File: src/rtl/lcd1602_pkg.sv
// Shared types and constants for the HD44780/1602A bus scheduler:
// FSM state encoding, init command bytes and the long-execution classifier.
package lcd1602_pkg;

   typedef enum logic [2:0] {
      PWRUP = 3'd0,
      SETUP = 3'd1,
      EN_HI = 3'd2,
      HOLD  = 3'd3,
      EXEC  = 3'd4,
      ARB   = 3'd5
   } lcd_state_e;

   localparam logic [7:0] LCD_CMD_FUNCSET = 8'h38;
   localparam logic [7:0] LCD_CMD_DISPON  = 8'h0C;
   localparam logic [7:0] LCD_CMD_ENTRY   = 8'h06;
   localparam logic [7:0] LCD_CMD_CLEAR   = 8'h01;

   localparam logic [1:0] INIT_LAST_IDX = 2'd3;

   function automatic logic [7:0] init_cmd(input logic [1:0] idx);
      logic [7:0] cmd;
      case (idx)
         2'd0:    cmd = LCD_CMD_FUNCSET;
         2'd1:    cmd = LCD_CMD_DISPON;
         2'd2:    cmd = LCD_CMD_ENTRY;
         default: cmd = LCD_CMD_CLEAR;
      endcase
      return cmd;
   endfunction

   // Clear (01) and home (02/03) are the only commands needing the long wait.
   function automatic logic is_long_exec(input logic rs, input logic [7:0] data_byte);
      return (rs == 1'b0) && (data_byte[7:2] == 6'b000000);
   endfunction

endpackage

File: src/rtl/lcd1602_bus_scheduler_if.sv
// Requester handshakes and LCD pin bundle of the bus scheduler.
// master = clients/panel side (testbench), slave = the scheduler itself.
interface lcd1602_bus_scheduler_if;

   logic       a_req;
   logic       a_rs;
   logic [7:0] a_data;
   logic       a_ack;
   logic       b_req;
   logic       b_rs;
   logic [7:0] b_data;
   logic       b_ack;
   logic       init_done;
   logic       busy;
   logic       LCD_EN;
   logic       RS;
   logic       RW;
   logic [7:0] DB8;

   modport master (
      output a_req, a_rs, a_data, b_req, b_rs, b_data,
      input  a_ack, b_ack, init_done, busy, LCD_EN, RS, RW, DB8
   );

   modport slave (
      input  a_req, a_rs, a_data, b_req, b_rs, b_data,
      output a_ack, b_ack, init_done, busy, LCD_EN, RS, RW, DB8
   );

endinterface

File: src/rtl/lcd1602_rr_arb2.sv
// Two-way round-robin arbiter; req[0]=A, req[1]=B. last_grant_r=1 means B
// was served last, so A wins the next contested round.
module lcd1602_rr_arb2 (
   input  logic       clk_lcd,
   input  logic       rst,
   input  logic [1:0] req,
   input  logic       enable,
   output logic [1:0] grant
);

   logic       last_grant_r;
   logic [1:0] grant_s;

   // Grant decode: single requester wins outright, contention alternates.
   always_comb begin
      grant_s = 2'b00;
      if (enable) begin
         case (req)
            2'b01:   grant_s = 2'b01;
            2'b10:   grant_s = 2'b10;
            2'b11:   grant_s = last_grant_r ? 2'b01 : 2'b10;
            default: grant_s = 2'b00;
         endcase
      end else begin
         grant_s = 2'b00;
      end
   end

   // Remember who was served on every grant.
   always_ff @(posedge clk_lcd or posedge rst) begin
      if (rst) begin
         last_grant_r <= 1'b1;
      end else if (grant_s != 2'b00) begin
         last_grant_r <= grant_s[1];
      end else begin
         last_grant_r <= last_grant_r;
      end
   end

   assign grant = grant_s;

endmodule

File: src/rtl/lcd1602_bus_scheduler.sv
// HD44780/1602A write-bus owner: power-up init, then round-robin service of
// two requesters with setup / enable / hold / execution timing per write.
module lcd1602_bus_scheduler
   import lcd1602_pkg::*;
#(
   parameter int unsigned T_SETUP     = 2,
   parameter int unsigned T_EN_HIGH   = 12,
   parameter int unsigned T_HOLD      = 2,
   parameter int unsigned T_EXEC      = 2000,
   parameter int unsigned T_EXEC_LONG = 80000,
   parameter int unsigned T_POWERUP   = 750000,
   parameter int unsigned CNT_W       = 20
) (
   input  logic                     clk_lcd,
   input  logic                     rst,
   lcd1602_bus_scheduler_if.slave   bus
);

   lcd_state_e       state_r;
   lcd_state_e       state_s;
   logic [CNT_W-1:0] timer_r;
   logic [CNT_W-1:0] dur_s;
   logic             timer_done_s;
   logic [1:0]       init_idx_r;
   logic             init_done_r;
   logic             rs_r;
   logic [7:0]       db_r;
   logic             en_r;
   logic             busy_r;
   logic             a_ack_r;
   logic             b_ack_r;
   logic [1:0]       grant_s;
   logic             arb_en_s;

   assign arb_en_s = (state_r == ARB) && init_done_r;

   lcd1602_rr_arb2 u_arb (
      .clk_lcd (clk_lcd),
      .rst     (rst),
      .req     ({bus.b_req, bus.a_req}),
      .enable  (arb_en_s),
      .grant   (grant_s)
   );

   // Last-cycle value of the timer for the current state (duration N -> N-1).
   always_comb begin
      dur_s = {CNT_W{1'b0}};
      case (state_r)
         PWRUP: dur_s = CNT_W'(T_POWERUP - 1);
         SETUP: dur_s = CNT_W'(T_SETUP - 1);
         EN_HI: dur_s = CNT_W'(T_EN_HIGH - 1);
         HOLD:  dur_s = CNT_W'(T_HOLD - 1);
         EXEC: begin
            if (is_long_exec(rs_r, db_r)) begin
               dur_s = CNT_W'(T_EXEC_LONG - 1);
            end else begin
               dur_s = CNT_W'(T_EXEC - 1);
            end
         end
         default: dur_s = {CNT_W{1'b0}};
      endcase
   end

   assign timer_done_s = (timer_r == dur_s);

   // Next-state decode.
   always_comb begin
      state_s = state_r;
      case (state_r)
         PWRUP: state_s = timer_done_s ? SETUP : PWRUP;
         SETUP: state_s = timer_done_s ? EN_HI : SETUP;
         EN_HI: state_s = timer_done_s ? HOLD  : EN_HI;
         HOLD:  state_s = timer_done_s ? EXEC  : HOLD;
         EXEC: begin
            if (!timer_done_s) begin
               state_s = EXEC;
            end else if (!init_done_r && (init_idx_r != INIT_LAST_IDX)) begin
               state_s = SETUP;
            end else begin
               state_s = ARB;
            end
         end
         ARB: begin
            if (grant_s != 2'b00) begin
               state_s = SETUP;
            end else begin
               state_s = ARB;
            end
         end
         default: state_s = PWRUP;
      endcase
   end

   // State register and per-state timer, cleared on every state entry.
   always_ff @(posedge clk_lcd or posedge rst) begin
      if (rst) begin
         state_r <= PWRUP;
         timer_r <= {CNT_W{1'b0}};
      end else begin
         state_r <= state_s;
         if ((state_s != state_r) || timer_done_s) begin
            timer_r <= {CNT_W{1'b0}};
         end else begin
            timer_r <= timer_r + {{(CNT_W-1){1'b0}}, 1'b1};
         end
      end
   end

   // Registered outputs; EN/busy follow the state being entered so the pins
   // line up exactly with the state occupancy.
   always_ff @(posedge clk_lcd or posedge rst) begin
      if (rst) begin
         en_r        <= 1'b0;
         busy_r      <= 1'b1;
         rs_r        <= 1'b0;
         db_r        <= 8'h00;
         a_ack_r     <= 1'b0;
         b_ack_r     <= 1'b0;
         init_idx_r  <= 2'd0;
         init_done_r <= 1'b0;
      end else begin
         en_r    <= (state_s == EN_HI);
         busy_r  <= (state_s != ARB);
         a_ack_r <= 1'b0;
         b_ack_r <= 1'b0;
         case (state_r)
            PWRUP: begin
               if (timer_done_s) begin
                  rs_r       <= 1'b0;
                  db_r       <= init_cmd(2'd0);
                  init_idx_r <= 2'd0;
               end
            end
            EXEC: begin
               if (timer_done_s && !init_done_r) begin
                  if (init_idx_r != INIT_LAST_IDX) begin
                     init_idx_r <= init_idx_r + 2'd1;
                     rs_r       <= 1'b0;
                     db_r       <= init_cmd(init_idx_r + 2'd1);
                  end else begin
                     init_done_r <= 1'b1;
                  end
               end
            end
            ARB: begin
               if (grant_s[0]) begin
                  a_ack_r <= 1'b1;
                  rs_r    <= bus.a_rs;
                  db_r    <= bus.a_data;
               end else if (grant_s[1]) begin
                  b_ack_r <= 1'b1;
                  rs_r    <= bus.b_rs;
                  db_r    <= bus.b_data;
               end
            end
            SETUP, EN_HI, HOLD: begin
               rs_r <= rs_r;
               db_r <= db_r;
            end
            default: begin
               en_r        <= 1'b0;
               busy_r      <= 1'b1;
               rs_r        <= 1'b0;
               db_r        <= 8'h00;
               init_idx_r  <= 2'd0;
               init_done_r <= 1'b0;
            end
         endcase
      end
   end

   assign bus.a_ack     = a_ack_r;
   assign bus.b_ack     = b_ack_r;
   assign bus.init_done = init_done_r;
   assign bus.busy      = busy_r;
   assign bus.LCD_EN    = en_r;
   assign bus.RS        = rs_r;
   assign bus.RW        = 1'b0;
   assign bus.DB8       = db_r;

endmodule

File: src/flat_wrapper.sv
// flat-port wrapper written by rule: the top's interface ports become plain ports
module lcd1602_bus_scheduler_flat import lcd1602_pkg::*;
#(
   parameter int unsigned T_SETUP     = 2,
   parameter int unsigned T_EN_HIGH   = 12,
   parameter int unsigned T_HOLD      = 2,
   parameter int unsigned T_EXEC      = 2000,
   parameter int unsigned T_EXEC_LONG = 80000,
   parameter int unsigned T_POWERUP   = 750000,
   parameter int unsigned CNT_W       = 20
)
  (clk_lcd, rst, bus_a_req, bus_a_rs, bus_a_data, bus_b_req, bus_b_rs, bus_b_data, bus_a_ack, bus_b_ack, bus_init_done, bus_busy, bus_LCD_EN, bus_RS, bus_RW, bus_DB8);
  lcd1602_bus_scheduler_if bus_i ();
  input  logic clk_lcd;
  input  logic rst;
  input wire logic [$bits(bus_i.a_req)-1:0] bus_a_req;
  input wire logic [$bits(bus_i.a_rs)-1:0] bus_a_rs;
  input wire logic [$bits(bus_i.a_data)-1:0] bus_a_data;
  input wire logic [$bits(bus_i.b_req)-1:0] bus_b_req;
  input wire logic [$bits(bus_i.b_rs)-1:0] bus_b_rs;
  input wire logic [$bits(bus_i.b_data)-1:0] bus_b_data;
  output wire logic [$bits(bus_i.a_ack)-1:0] bus_a_ack;
  output wire logic [$bits(bus_i.b_ack)-1:0] bus_b_ack;
  output wire logic [$bits(bus_i.init_done)-1:0] bus_init_done;
  output wire logic [$bits(bus_i.busy)-1:0] bus_busy;
  output wire logic [$bits(bus_i.LCD_EN)-1:0] bus_LCD_EN;
  output wire logic [$bits(bus_i.RS)-1:0] bus_RS;
  output wire logic [$bits(bus_i.RW)-1:0] bus_RW;
  output wire logic [$bits(bus_i.DB8)-1:0] bus_DB8;
  assign bus_i.a_req = bus_a_req;
  assign bus_i.a_rs = bus_a_rs;
  assign bus_i.a_data = bus_a_data;
  assign bus_i.b_req = bus_b_req;
  assign bus_i.b_rs = bus_b_rs;
  assign bus_i.b_data = bus_b_data;
  assign bus_a_ack = bus_i.a_ack;
  assign bus_b_ack = bus_i.b_ack;
  assign bus_init_done = bus_i.init_done;
  assign bus_busy = bus_i.busy;
  assign bus_LCD_EN = bus_i.LCD_EN;
  assign bus_RS = bus_i.RS;
  assign bus_RW = bus_i.RW;
  assign bus_DB8 = bus_i.DB8;
  lcd1602_bus_scheduler #(.T_SETUP(T_SETUP), .T_EN_HIGH(T_EN_HIGH), .T_HOLD(T_HOLD), .T_EXEC(T_EXEC), .T_EXEC_LONG(T_EXEC_LONG), .T_POWERUP(T_POWERUP), .CNT_W(CNT_W)) u_core (.clk_lcd(clk_lcd), .rst(rst), .bus(bus_i));
endmodule
File: config.mk
export PLATFORM = sky130hd
export DESIGN_NAME = lcd1602_bus_scheduler_flat
export DESIGN_NICKNAME = d
export VERILOG_FILES = /design/src/rtl/lcd1602_pkg.sv /design/src/rtl/lcd1602_bus_scheduler_if.sv /design/src/rtl/lcd1602_rr_arb2.sv /design/src/rtl/lcd1602_bus_scheduler.sv /design/src/flat_wrapper.sv
export SDC_FILE = /design/constraint.sdc
export NUM_CORES = 1
export LEC_CHECK = 0
export CORE_MARGIN = 4
export CORE_UTILIZATION = 50
export CTS_CLUSTER_DIAMETER = 100
export CTS_CLUSTER_SIZE = 28
export DETAILED_ROUTE_END_ITERATION = 10
export HOLD_SLACK_MARGIN = 0.03
export PLACE_DENSITY = 0.8
export REMOVE_ABC_BUFFERS = 1
export SLEW_MARGIN = 20
export SYNTH_ARGS = -nofsm -noshare
export SYNTH_HDL_FRONTEND = slang
export SYNTH_HIERARCHICAL = 1
export SYNTH_SLANG_ARGS = --single-unit
File: constraint.sdc
create_clock -name clk_lcd -period 3.3 [get_ports clk_lcd]
set_input_delay 0.33 -clock clk_lcd [delete_from_list [all_inputs] [get_ports clk_lcd]]
set_output_delay 0.33 -clock clk_lcd [all_outputs]
set_load 0.01 [all_outputs]
---- Word-level counts from Yosys, hierarchy flattened ----
Cells that the tools add are included.
word-level totals
  flip-flop bits (word level) ............. 40
  input port bits ......................... 22
cells by class
  add/subtract/negate cells ............... 2
  equal/unequal tests ..................... 20
  multiplexer cells ....................... 41
  bitwise logic cells ..................... 4
  reductions and logical operators ........ 18
operator list
  kind                                                                     count
  20-bit case mux with 4 select lines                                      1
  8-bit two-way mux                                                        5
  8-bit case mux with 4 select lines                                       1
  20-bit by 1-bit adder with 20-bit output, second input constant          1
  20-bit == test                                                           1
  20-bit two-way mux                                                       1
  3-bit case mux with 6 select lines                                       1
  6-bit case mux with 3 select lines                                       1
  17-bit two-way mux                                                       1
  1-bit two-way mux                                                        16
  2-bit two-way mux                                                        6
  3-bit two-way mux                                                        4
  2-bit case mux with 3 select lines                                       2
  3-bit by 2-bit == test with 1-bit output, second input constant          3
  2-bit == test, second input constant                                     3
  3-bit == test, second input constant                                     2
  6-bit zero test                                                          1
  2-bit by 1-bit inequality test with 1-bit output, second input constant  3
  6-bit OR reduction                                                       1
  5-bit AND reduction                                                      1
  5-bit OR reduction                                                       1
  2-bit by 1-bit == test with 1-bit output, second input constant          2
  1-bit logical AND                                                        4
  2-bit inequality test, second input constant                             2
  18 further kinds                                                         21

---- Logic depth before layout (Yosys ltp) ----
  depth after elaboration ................. 10
  depth in mapped cells ................... 13
  mapped depth without buffers ............ 11

---- Cells and area by module ----
The synthesis kept the hierarchy.
modules (own cells, without submodules)
  module                 instances  cells each  area each (um^2)  seq. area each (um^2)
  lcd1602_bus_scheduler  1          275         2,508.7           977.2
  lcd1602_rr_arb2        1          9           66.3              26.3

---- Worst setup path after synthesis ----
OpenSTA, ideal clock, no wires.
  kind .................................... register to register
  start ................................... register u_core.state_r[0]
  end ..................................... register u_core.db_r[3], in the netlist u_core/bus.DB8[3]
  setup time .............................. 0.128 ns
  data arrival time ....................... 2.824 ns
  slack ................................... 0.348 ns
  cell stages (with the launch flop) ...... 13
  path through ............................ dfrtp_1 -> clkbuf_1 -> inv_1 -> nor3_1 -> and2_1 -> nand2_1 -> a21oi_1 -> clkbuf_1 -> o31ai_1 -> a221oi_1 -> nand2_1 -> o31ai_4 -> mux2_1
on the way
  elaborated cells on any way between the ends .. 21
  those cells by class .................... eq/ne (10); mux (4); bitwise (1); reduce/logical (6)
RTL lines
  element                                                                                                 line                          RTL
  start, declared                                                                                         lcd1602_bus_scheduler.sv:19   lcd_state_e state_r;
  start signal, assigned                                                                                  lcd1602_bus_scheduler.sv:100  state_r <= state_s;
  3-bit == test *                                                                                         lcd1602_bus_scheduler.sv:35   assign arb_en_s = (state_r == ARB) && init_done_r;
  1-bit logical AND *                                                                                     lcd1602_bus_scheduler.sv:35
  via u_core.arb_en_s                                                                                     lcd1602_bus_scheduler.sv:33   logic arb_en_s;
  2-bit two-way mux *                                                                                     lcd1602_rr_arb2.sv:17         if (enable) begin
  via u_core.grant_s[0]                                                                                   lcd1602_bus_scheduler.sv:32   logic [1:0] grant_s;
  3-bit by 1-bit inequality test with 1-bit output (no source line) or 8-bit two-way mux (tied branches)  n/a
  5-bit AND reduction (no source line) or 8-bit case mux with 4 select lines (tied branches)              n/a
  end signal, assigned                                                                                    lcd1602_bus_scheduler.sv:130  db_r <= init_cmd(2'd0);
  end signal, assigned                                                                                    lcd1602_bus_scheduler.sv:139  db_r <= init_cmd(init_idx_r + 2'd1);
  end signal, assigned                                                                                    lcd1602_bus_scheduler.sv:149  db_r <= bus.a_data;
  end, declared                                                                                           lcd1602_bus_scheduler.sv:27   logic [7:0] db_r;
Mark *: on every way through the listed nets, which the timed path passes. The rest lies on a longest branch.
A chain may end at the register's enable or synchronous reset.

---- Worst setup path in the final report ----
  start ................................... register u_core.state_r[1]
  end ..................................... register u_core.db_r[4], in the netlist u_core/bus.DB8[4]
on the way
  word-level cells in the longest chain between the ends .. 7
  elaborated cells on any way between the ends .. 21
  those cells by class .................... eq/ne (10); mux (4); bitwise (1); reduce/logical (6)
RTL lines
  element                                                                                               line                                                       RTL
  3-bit by 1-bit == test with 1-bit output or 3-bit by 2-bit == test with 1-bit output (tied branches)  lcd1602_bus_scheduler.sv:48, lcd1602_bus_scheduler.sv:126
  2-bit OR reduction (no source line)                                                                   n/a
  20-bit case mux with 4 select lines                                                                   lcd1602_bus_scheduler.sv:48                                case (state_r)
  20-bit == test                                                                                        lcd1602_bus_scheduler.sv:64                                assign timer_done_s = (timer_r == dur_s);
  1-bit logical AND                                                                                     lcd1602_bus_scheduler.sv:135                               if (timer_done_s && !init_done_r) begin
  2-bit by 1-bit inequality test with 1-bit output (no source line)                                     n/a
  5-bit AND reduction (no source line)                                                                  n/a
Several ways; a longest one is shown, not always the timed one.

==> impl_metrics.csv <==
group,metric,value,unit
cts,cts_tree,"done",
worst_setup_path,r2r-start,"u_core/state_r[1]$_DFF_PP0_",
power,p_leak,1.33,nW
sta,fmax,0.338,GHz
floorplanning,core-area,0.00485,mm^2
power,total_power,0.000860,W
sta,skew,0.00995,ns
yosys,synth_cell_types,63,
sta,fin_crit_sh,0.897,
power,peakVddDrop,0.000228,V
hold_path,hold_path.class,"input port to async pin",
detailed_routing,viasPerCell,5.91,
global_route,grt_max_degree,40,
final_layout,design_area,0.00308,mm^2
detailed_routing,dr.pass1.iters,7,
cts,cts_sinks,40,
yosys,synth_ff_type,"dfrtp_1",
cts,htree_num_levels,2,
place,hpwl,4.48,mm
yosys,ys_async_sr_fraction,1.00,
floorplanning,io_pins,37,
final_layout,nNetsFinal,343,
worst_setup_path,critical_path_required,3.48,ns
yosys,ys_seq_elements,40,
final_layout,drive_above_1_share,0.114,
place,post-place-cells,376,
global_route,track_usage,0.206,
global_route,overflow,0,
floorplanning,die_y,79.8,um
sta,maxSlewHeadroom,0.453,
worst_setup_path,arrival,3.14,ns
sta,tightest_slew,0.815,ns
cts,cts_resized,0,
power,power_density,279,mW/mm^2
cts,cts_hold_buffers,0,
floorplanning,initial_utilization,0.531,
place,place_area,0.00299,mm^2
worst_setup_path,critical_path_class,"flip-flop to flip-flop",
yosys,synth_top_area_share,0.369,
detailed_routing,route.antenna.remaining_nets,0,
sta,hold_violations,0,
detailed_routing,wl_per_cell,15.8,um
final_layout,multi_input_area,0.00144,mm^2
worst_setup_path,start_kind,"flip-flop",
global_route,antenna_found_initial,0,
final_layout,antenna_cells,0,
sta,min_period,2.96,ns
floorplanning,std_cell_rows,25,
global_route,grt_pass1_wl,10.3,mm
yosys,ys_top_cells_by_area,"dfrtp_1 37%, mux2i_1 5.4%, nor2_1 5.2%",
final_layout,nFillCells,406,
yosys,synth_edf_count,0,
final_layout,fin_cells,384,
yosys,syn_area,0.00257,mm^2
final_layout,synthToLayoutAreaGrowth,19.8,%
yosys,netlist_instances,284,
detailed_routing,drt-initial-drc-count,187,
yosys,yosysTopAreaCell,"dfrtp_1",
detailed_routing,wirelength,6.08,mm
floorplanning,die_w,79.8,um
sta,tns,0,ns
sta,maxSlewViolCount,0,
worst_setup_path,worstSetupEndpointType,"flip-flop",
final_layout,final-seq-area,0.00100,mm^2
cts,cts_buffers,5,
cts,clk_pin_slew,0.08,ns
detailed_routing,vias,2270,
cts,postCtsSetupRepairBufs,0,
worst_setup_path,worstSetupStartpoint,"u_core/state_r[1]$_DFF_PP0_",
cts,cts_max_path_buffers,2,
floorplanning,dieArea,0.00636,mm^2
global_route,grt_pass1_vias,2187,
yosys,seq_area_frac_synth,0.390,
cts,root_buffer,"clkbuf_8",
yosys,synth_warnings,6,
outcome,status,"finished clean",
place,numPortBuffers,35,
sta,rsz0062_at_grt,"false",
detailed_routing,post-route-drc-count,0,
worst_setup_path,cp_max_fo,16,
place,routabilityCongestion,0.937,
sta,setup_violations,0,
cts,clk_latency,0.30,ns
job,max_cap_viol_count,0,
yosys,syn_area_per_cell,9.07,um^2
==> cells in the mapped netlist, types with 5 or more instances <==
cell	n
dfrtp_1	38
nor2_1	36
a21oi_1	17
inv_1	15
nand2_1	15
mux2i_1	14
nand3_1	14
xor2_1	14
clkbuf_1	8
nand4_1	8
nor3_1	8
o21ai_0	7
and3_1	5
ha_1	5
xnor2_1	5
==> sequential cells by signal (all words and copies together) (netlist names) <==
signal,count
u_core/bus.busy,1
u_core/timer_r,20
u_core/bus.DB8,8
u_core/state_r,3
u_core/bus.LCD_EN,1
u_core/u_arb/last_grant_r,1
u_core/bus.RS,1
u_core/bus.b_ack,1
u_core/bus.a_ack,1
u_core/init_idx_r,2
u_core/bus.init_done,1
==> final timing paths <==
kind                            slack (ns)                               endpoint  depth (start not counted)
worst max-delay path                  0.34          u_core/bus.DB8[4]$_DFFE_PP0P_                          7
worst min-delay path                  0.36  u_core/u_arb/last_grant_r$_DFFE_PP1P_                          2
worst max register to register        0.34          u_core/bus.DB8[4]$_DFFE_PP0P_                          7
worst min register to register        0.50  u_core/u_arb/last_grant_r$_DFFE_PP1P_                          2
max in group asynchronous             2.46            u_core/state_r[0]$_DFF_PP0_                          3
min in group clk_lcd                  0.50  u_core/u_arb/last_grant_r$_DFFE_PP1P_                          2
==> critical path, stage by stage (launching register included) <==
cell,delay (ns)
dfrtp_1,0.66
nor2_1,0.28
or4_1,0.50
a211oi_1,0.36
nand4_2,0.30
o21ai_2,0.46
buf_12,0.20
a2bb2oi_1,0.07
==> stage by stage <==
stage,setup slack (ns),utilization,hold slack [ns]
detailed placement,0.276,0.617,0.490
finish,0.340,0.636,0.362
global route,0.130,0.636,0.390
global placement,0.380,0.617,0.488
CTS,0.249,0.636,0.351
floorplan,-0.211,-,0.220
==> metal layers <==
| layer | vias to the layer above | track usage | part of all wire |
|---|---|---|---|
| met2 | 94 | 0.341 | 0.48 |
| met1 | 1079 | 0.260 | 0.43 |
| li1 | 1082 | - | - |
| met4 | 0 | 0.0861 | 0.023 |
| met5 | - | 0 | 0 |
| met3 | 15 | 0.0418 | 0.069 |
==> power breakdown <==
| part | internal [W] | switching (W) |
|---|---|---|
| clock | 0.000167 | 0.000163 |
| sequential | 0.000490 | 0 |
| combinational | 0.0000253 | 0.0000155 |
| total | 0.000682 | 0.000178 |
==> cell type report <==
class | instances | share of cell area
timing repair buffer | 41 | 0.132
sequential | 40 | 0.326
clock buffer | 6 | 0.0268
tap | 67 | 0.0272
inverter | 16 | 0.0195
clock inverter | 2 | 0.00325
multi-input combinational | 212 | 0.465
==> logic make-up after synthesis <==
group	synth area share
mux	0.0807
buf+inv	0.0530
fa+ha+maj	0.0243
other cells	0.00146
compound gates	0.157
simple gates	0.229
flops	0.390
xor+xnor	0.0646
==> layout by cell type (no fill, tap or decap), types with 3 or more instances in the layout <==
| cell | count |
|---|---|
| ha_1 | 5 |
| a21oi_1 | 17 |
| nand3_1 | 14 |
| o22ai_1 | 4 |
| clkbuf_8 | 6 |
| nor2_1 | 36 |
| o21ai_0 | 7 |
| inv_1 | 15 |
| nand2_1 | 15 |
| a211oi_1 | 4 |
| nand4_1 | 8 |
| clkdlybuf4s50_1 | 35 |
| and4_1 | 4 |
| buf_4 | 5 |
| xor2_1 | 14 |
| xnor2_1 | 5 |
| mux2i_1 | 14 |
| and3_1 | 5 |
| nor3_1 | 8 |
| a31oi_1 | 3 |
| mux2_2 | 4 |
| dfrtp_1 | 37 |
Power figures use the tool's default switching activity.
